File: src/rtl/rc4_decrypt_core.sv
// RC4 trial-decryption core: INIT -> KSA -> PRGA -> DONE over an external S-box RAM.
// Optional early abort on first unacceptable plaintext byte: define RC4_EARLY_ABORT_EN.
module rc4_decrypt_core #(
   parameter int unsigned MSG_LEN = 32
) (
   input  logic        clk,
   input  logic        rst,
   input  logic        restart,
   input  logic [21:0] key,
   output logic [7:0]  s_addr,
   output logic [7:0]  s_wdata,
   output logic        s_we,
   input  logic [7:0]  s_rdata,
   output logic [4:0]  rom_addr,
   input  logic [7:0]  rom_rdata,
   output logic [4:0]  msg_addr,
   output logic [7:0]  msg_wdata,
   output logic        msg_we,
   output logic        finish_decrypt,
   output logic        valid
);

   typedef enum logic [4:0] {
      ST_RST, ST_INIT,
      K_RI, K_WI, K_RJ, K_WJ, K_SI, K_SJ,
      P_RI, P_WI, P_RJ, P_WJ, P_SI, P_SJ, P_RT, P_WT, P_OUT,
      ST_DONE
   } state_t;

   state_t      state, state_next;
   logic [7:0]  i, j, si, sj, pt;
   logic [4:0]  k;
   logic [1:0]  km;
   logic [21:0] key_q;
   logic [23:0] secret;
   logic [7:0]  kb;
   logic        ok_all;
   logic        pt_ok;
   logic        last_byte;
   logic        stop;

   assign secret    = {2'b00, key_q};
   assign pt_ok     = (pt == 8'h20) || ((pt >= 8'h61) && (pt <= 8'h7A));
   assign last_byte = (k == 5'(MSG_LEN - 1));

   always_comb begin
      case (km)
         2'd0:    kb = secret[23:16];
         2'd1:    kb = secret[15:8];
         default: kb = secret[7:0];
      endcase
   end

`ifdef RC4_EARLY_ABORT_EN
   assign stop = last_byte || !pt_ok;
`else
   assign stop = last_byte;
`endif

   always_ff @(posedge clk or posedge rst) begin
      if (rst) state <= ST_RST;
      else     state <= state_next;
   end

   always_comb begin
      state_next = state;
      case (state)
         ST_RST:  state_next = ST_INIT;
         ST_INIT: if (i == 8'hFF) state_next = K_RI;
         K_RI:    state_next = K_WI;
         K_WI:    state_next = K_RJ;
         K_RJ:    state_next = K_WJ;
         K_WJ:    state_next = K_SI;
         K_SI:    state_next = K_SJ;
         K_SJ:    state_next = (i == 8'hFF) ? P_RI : K_RI;
         P_RI:    state_next = P_WI;
         P_WI:    state_next = P_RJ;
         P_RJ:    state_next = P_WJ;
         P_WJ:    state_next = P_SI;
         P_SI:    state_next = P_SJ;
         P_SJ:    state_next = P_RT;
         P_RT:    state_next = P_WT;
         P_WT:    state_next = P_OUT;
         P_OUT:   state_next = stop ? ST_DONE : P_RI;
         ST_DONE: state_next = ST_DONE;
         default: state_next = ST_RST;
      endcase
      if (restart) state_next = ST_INIT;
   end

   always_comb begin
      s_addr    = '0;
      s_wdata   = '0;
      s_we      = 1'b0;
      rom_addr  = '0;
      msg_addr  = '0;
      msg_wdata = '0;
      msg_we    = 1'b0;
      case (state)
         ST_INIT: begin
            s_we    = 1'b1;
            s_addr  = i;
            s_wdata = i;
         end
         K_RI:        s_addr = i;
         P_RI:        s_addr = i + 8'd1;
         K_RJ, P_RJ:  s_addr = j;
         K_SI, P_SI: begin
            s_we    = 1'b1;
            s_addr  = i;
            s_wdata = sj;
         end
         K_SJ, P_SJ: begin
            s_we    = 1'b1;
            s_addr  = j;
            s_wdata = si;
         end
         // after the swap S[i]+S[j] is still si+sj
         P_RT: begin
            s_addr   = si + sj;
            rom_addr = k;
         end
         P_OUT: begin
            msg_we    = 1'b1;
            msg_addr  = k;
            msg_wdata = pt;
         end
         default: ;
      endcase
   end

   always_ff @(posedge clk or posedge rst) begin
      if (rst) begin
         i              <= '0;
         j              <= '0;
         k              <= '0;
         km             <= '0;
         si             <= '0;
         sj             <= '0;
         pt             <= '0;
         key_q          <= '0;
         ok_all         <= 1'b0;
         finish_decrypt <= 1'b0;
         valid          <= 1'b0;
      end else if (restart) begin
         i              <= '0;
         j              <= '0;
         k              <= '0;
         km             <= '0;
         finish_decrypt <= 1'b0;
         valid          <= 1'b0;
      end else begin
         case (state)
            ST_RST: i <= '0;
            ST_INIT: begin
               if (i == 8'h00) key_q <= key;
               i  <= i + 8'd1;
               j  <= '0;
               km <= '0;
            end
            K_WI: begin
               si <= s_rdata;
               j  <= j + s_rdata + kb;
            end
            K_WJ, P_WJ: sj <= s_rdata;
            K_SJ: begin
               if (i == 8'hFF) begin
                  i      <= '0;
                  j      <= '0;
                  k      <= '0;
                  ok_all <= 1'b1;
               end else begin
                  i  <= i + 8'd1;
                  km <= (km == 2'd2) ? 2'd0 : km + 2'd1;
               end
            end
            P_RI: i <= i + 8'd1;
            P_WI: begin
               si <= s_rdata;
               j  <= j + s_rdata;
            end
            P_WT: pt <= s_rdata ^ rom_rdata;
            P_OUT: begin
               ok_all <= ok_all & pt_ok;
               k      <= k + 5'd1;
               if (stop) begin
                  finish_decrypt <= 1'b1;
                  valid          <= ok_all & pt_ok;
               end
            end
            default: ;
         endcase
      end
   end

endmodule

File: config.mk
export PLATFORM = sky130hd
export DESIGN_NAME = rc4_decrypt_core
export DESIGN_NICKNAME = d
export VERILOG_FILES = /design/src/rtl/rc4_decrypt_core.sv
export SDC_FILE = /design/constraint.sdc
export NUM_CORES = 1
export LEC_CHECK = 0
export BUFFER_PORTS_ARGS = -buffer_cell sky130_fd_sc_hd__buf_2
export CAP_MARGIN = 20
export CELL_PAD_IN_SITES_DETAIL_PLACEMENT = 1
export CELL_PAD_IN_SITES_GLOBAL_PLACEMENT = 2
export CORE_ASPECT_RATIO = 1.75
export CORE_MARGIN = 2
export CORE_UTILIZATION = 32
export CTS_BUF_LIST = sky130_fd_sc_hd__clkbuf_16
export CTS_CLUSTER_SIZE = 14
export DETAILED_ROUTE_END_ITERATION = 8
export PLACE_DENSITY_LB_ADDON = 0.1
export SYNTH_ARGS = -nofsm -noshare
export SYNTH_HDL_FRONTEND = slang
export SYNTH_SLANG_ARGS = --single-unit
File: constraint.sdc
create_clock -name clk -period 2.79 [get_ports clk]
set_input_delay 0.558 -clock clk [delete_from_list [all_inputs] [get_ports clk]]
set_output_delay 0.558 -clock clk [all_outputs]
set_load 0.01 [all_outputs]
# Word level (Yosys, flattened, before mapping)
# Index checks and enable logic that the tools add are counted.
[word_totals]
register_bits = 77
word_cells = 112
input_bits = 41
[op_classes]
n_bitwise = 3
order_cmp = 2
eq_ne = 26
mux = 34
add_sub_neg = 6
reduce_logical = 29
[op_table]
columns = ["op", "n"]
rows = [
  ["$pmux 5 s18", 1],
  ["$pmux 8 s4", 2],
  ["$pmux 8 s3", 2],
  ["$eq 5x4->1 const B", 8],
  ["$mux 8", 5],
  ["$mux 5", 7],
  ["$add 8x8->8", 3],
  ["$eq 5x3->1 const B", 4],
  ["$pmux 8 s2", 1],
  ["$eq 5x5->1 const B", 3],
  ["$reduce_and 2->1", 7],
  ["$eq 5x2->1 const B", 2],
  ["$pmux 5 s2", 1],
  ["$reduce_or 2->1", 5],
  ["$mux 1", 9],
  ["$ne 3x3->1 const B", 3],
  ["$add 8x1->8 const B", 1],
  ["$eq 8x6->1 const B", 1],
  ["$eq 8x8->1 const B", 1],
  ["$ge 8x7->1 const B", 1],
  ["$le 8x7->1 const B", 1],
  ["$logic_not 8->1", 1],
  ["$reduce_or 4->1", 2],
  ["$xor 8x8->8", 1],
  ["22 further kinds", 28],
]

# Longest topological paths before layout
[depth]
word_depth = 7
ltp_mapped = 13
ltp_nobuf = 13

# Worst setup path before layout
# Ideal clock, no wire load.
[synth_path]
path_kind = "input port to flip-flop"
start = "input port s_rdata[0]"
end = "register j[7]"
path_slack_ns = -0.303
t_arrival_ns = 2.971
cell_stages = 12
required_ns = 2.667
path_cell_list = "ha_1 > fa_1 > a21o_1 > a21oi_1 > o21ai_0 > xor2_1 > ha_1 > a2111oi_0 > a2bb2oi_1 > xnor2_1 > xnor2_1 > o2bb2ai_1"
[synth_via]
elab_chain_len = 4
[synth_rtl]
columns = ["item", "line_no", "text"]
rows = [
  ["start, declared", "13", "input logic [7:0] s_rdata,"],
  ["$add 8x8->8 (*)", "163, 180", ""],
  ["$add 8x8->8", "163", "j <= j + s_rdata + kb;"],
  ["$pmux 8 s4 (*)", "153", "case (state)"],
  ["$mux 8 (*)", "145", "end else if (restart) begin"],
  ["end signal, assigned", "163", ""],
  ["end signal, assigned", "180", "j <= j + s_rdata;"],
  ["end, declared", "31", "logic [7:0] i, j, si, sj, pt;"],
]
# Every way passes the cells marked *; elsewhere a longest branch is shown, timed or not.
# A chain may end at the register's enable or synchronous reset.

# Worst setup path in the final report
[layout_path]
start = "register si[0]"
end = "output port s_addr[4]"
[layout_via]
elab_chain_len = 2
[layout_rtl]
columns = ["item", "line_no", "text"]
rows = [
  ["start, declared", "31", ""],
  ["start signal, assigned", "162", "si <= s_rdata;"],
  ["start signal, assigned", "179", "si <= s_rdata;"],
  ["$add 8x8->8", "120", "s_addr = si + sj;"],
  ["$pmux 8 s4", "99", "case (state)"],
  ["end, declared", "10", "output logic [7:0] s_addr,"],
]
# No other way between the ends.

==> flow_summary_export.csv <==
group,metric,value,unit
placement,routabilityCongestion,0.7982,
floorplanning,io_pins,79,
drt,wl,16.93,mm
setup_path,worstPathRequired,2230,ps
clock_tree,clk_pin_slew,60,ps
layout,nNetsFinal,740,
layout,fin_util,42.90,%
setup_path,crit_chain,"ha_4, fa_2, a21o_1, a21oi_2, xnor2_1, a222oi_1, buf_4, o31ai_2, buf_2",
global_route,grt_pass1_vias,4911,
placement,hpwl,13.20,mm
setup_path,crit_buf_inv,2,
drt,via_per_inst,5.281,
layout,drive_gt1_share,37.43,%
sta,fin_skew,13.52,ps
yosys,yosysTopAreaCell,"dfrtp_1",
global_route,overflow,0,
clock_tree,insertion_delay,350,ps
clock_tree,htreeDepth,3,
floorplanning,core_area,15460,sq um
clock_tree,hold_buffers,0,
setup_path,startpoint_type,"flop",
yosys,yosysTopAreaCellShare,37.99,%
yosys,synth_cells,536,
global_route,grtUsageTotal,20.49,%
clock_tree,cts_buffers,9,
sta,min_period,3085,ps
setup_path,crit_family,"compound AO/OA/AOI/OAI gates",
status,violations,"negative setup slack",
global_route,grt_antenna_before_repair,0,
sta,slew_violations,0,
yosys,synthArstFlopShare,100.0,%
global_route,grt_max_degree,44,
placement,io_buffers,78,
sta,worstMarginPinSlew,666.9,ps
clock_tree,cts_sinks,77,
drt,ant_nets,0,
hold_path,hp-class,"in -> async",
yosys,synth_edf_count,0,
setup_path,critical_path_class,"reg -> out",
layout,antenna_cells,0,
floorplanning,initial_utilization,32.80,%
sta,fmax,324.1,MHz
floorplanning,die_w,99.17,um
yosys,synthesis.area,5072,sq um
setup_path,worstPathArrival,2530,ps
clock_tree,clockBufferDepth,2,
run,maxCapViolations,0,
clock_tree,cts_root_buf,"clkbuf_16",
global_route,grt_pass1_wl,26.54,mm
layout,areaGrowthSynthToFinish,30.78,%
layout,num-fill-cells,1810,
setup_path,worstPathMaxFanout,3,
sta,setup-violations-final,3,
power,p_leak,3.085,nW
yosys,synth_seq_cells,77,
yosys,yosysSeqAreaShare,37.99,%
yosys,ys.flop_type,"dfrtp_1",
power,power-per-cell-area,763.3,nW/um^2
sta,hold_ws,278.4,ps
drt,dr_total_vias,4552,
clock_tree,cts_tree,"built",
drt,drt_first_iter_violations,113,
yosys,syn-num-nets,605,
power,irDropWorstVdd,0.3604,mV
yosys,ys_types,66,
setup_path,critical_path.max_stage_delay,440,ps
floorplanning,placement_rows,60,
floorplanning,die_area,16910,sq um
yosys,avgSynthCellArea,9.463,sq um
sta,maxSlewHeadroom,55.49,%
floorplanning,die_height,170.6,um
sta,finalHoldViolations,0,
drt,dr.pass1.iters,4,
drt,wire_per_inst,19.64,um
status,status,"finished with violations",
yosys,yosys_warnings,0,
sta,setup_ws,-295.1,ps
sta,post-route-period-util,110.6,%
yosys,synth_area_leaders,"dfrtp_1, mux2_2, ha_1",
drt,drc,0,
sta,rsz0062_at_grt,"true",
setup_path,cpMaxStageDelayCell,"dfrtp_2",
setup_path,end_kind,"output pin",
cell usage in the layout (no fill, tap or decap), types with 8 or more instances in the layout:
master	count
a21o_1	11
dfrtp_1	70
a21oi_1	20
o21ai_1	8
nor2_1	27
mux2_2	37
buf_2	78
xnor2_1	22
nor3_1	12
buf_4	68
o21ai_0	39
clkbuf_16	9
and2_1	20
xor2_1	12
nand2_1	54
a22oi_1	18
ha_1	22
nand3_1	10
nand2b_1	9
sequential cells by signal, indices dropped and copies added, names as in the netlist:
name / count
finish_decrypt: 1
i: 8
j: 8
k: 5
key_q: 22
km: 2
ok_all: 1
pt: 8
si: 8
sj: 8
state: 5
valid: 1
worst paths after layout:
check / slack (ps) / to / cells after the start / from
setup / recovery: -300 / s_addr[4] / 9 / si[0]
hold reg to reg: 500 / pt[5] / 2 / pt[5]
min in group clk: 430 / key_q[18] / 2 / key[18]
hold / removal: 280 / j[5] / 2 / rst
max in group asynchronous: 1830 / state[3] / 3 / rst
setup reg to reg: -50 / j[7] / 12 / j[0]
what timing repair did:
item | 4_1_cts | 5_1_grt
setup buffers | 6 | 13
gates resized for setup | 20 | 30
setup endpoints to repair | 12 | 19
pin swaps | 12 | 17
cloned | 0 | 1
per-stage QoR:
stage	power (mW)	setup WS, ps	setup TNS, ps	cells	instance area [sq um]
6_report	5.064	-295.1	-570.7	862	6634
5_1_grt	5.424	-356.6	-1200	862	6634
4_1_cts	5.010	-333.5	-623.6	848	6401
3_5_place_dp	3.724	-405.9	-908.6	826	6021
3_3_place_gp	3.648	-331.2	-634.9	826	6021
2_1_floorplan	3.006	-83.36	-83.36	536	5085
cells by family after synthesis:
| group | Yosys count | share of synthesized area, % |
|---|---|---|
| mux | 45 | 9.818 |
| fa+ha+maj | 28 | 7.351 |
| buf+inv | 38 | 3.330 |
| compound gates | 139 | 17.71 |
| flops | 77 | 37.99 |
| simple gates | 175 | 17.93 |
| xor+xnor | 34 | 5.871 |
power breakdown:
part | internal [mW] | switching [mW]
Clock | 0.628 | 0.567
Combinational | 1.12 | 1.08
Sequential | 1.42 | 0.254
Total | 3.16 | 1.90
metal layers:
metal / global-route usage, % / routed length [um] / up-vias
li1: - / - / 2209
met1: 20.61 / 6116 / 2248
met2: 41.33 / 9853 / 76
met3: 3.554 / 530 / 19
met4: 6.611 / 427 / 0
met5: 0 / 0 / -
area by class of cell:
type	count	area, sq um	share of cell area, %
clock buffers	9	225.2	3.395
clock inverters	7	62.56	0.9430
inverters	8	31.28	0.4715
multi-input cells	421	3134	47.25
flip-flops and latches	77	1936	29.18
well taps	186	232.7	3.508
repair buffers	154	1012	15.26
cell usage after synthesis (all sizes together) (12+ instances only):
library cell  instances
ha                   25
nor3                 13
nor2                 33
nand2                55
clkbuf               17
xor2                 12
and2                 20
mux2                 38
buf                  13
o21ai                50
xnor2                22
a22oi                18
dfrtp                77
a21oi                24
worst reg2reg max path, stage by stage, from the launching register on:
cell       delay (ps)
dfrtp_1           390
ha_2              190
fa_2              350
a21o_1            180
a21oi_2           150
o21ai_1           100
xor2_1            180
ha_1              360
a2111oi_4         320
a2bb2oi_2          90
xnor2_1           200
xnor2_1           140
o2bb2ai_1          90
(Power assumes the default switching activity.)
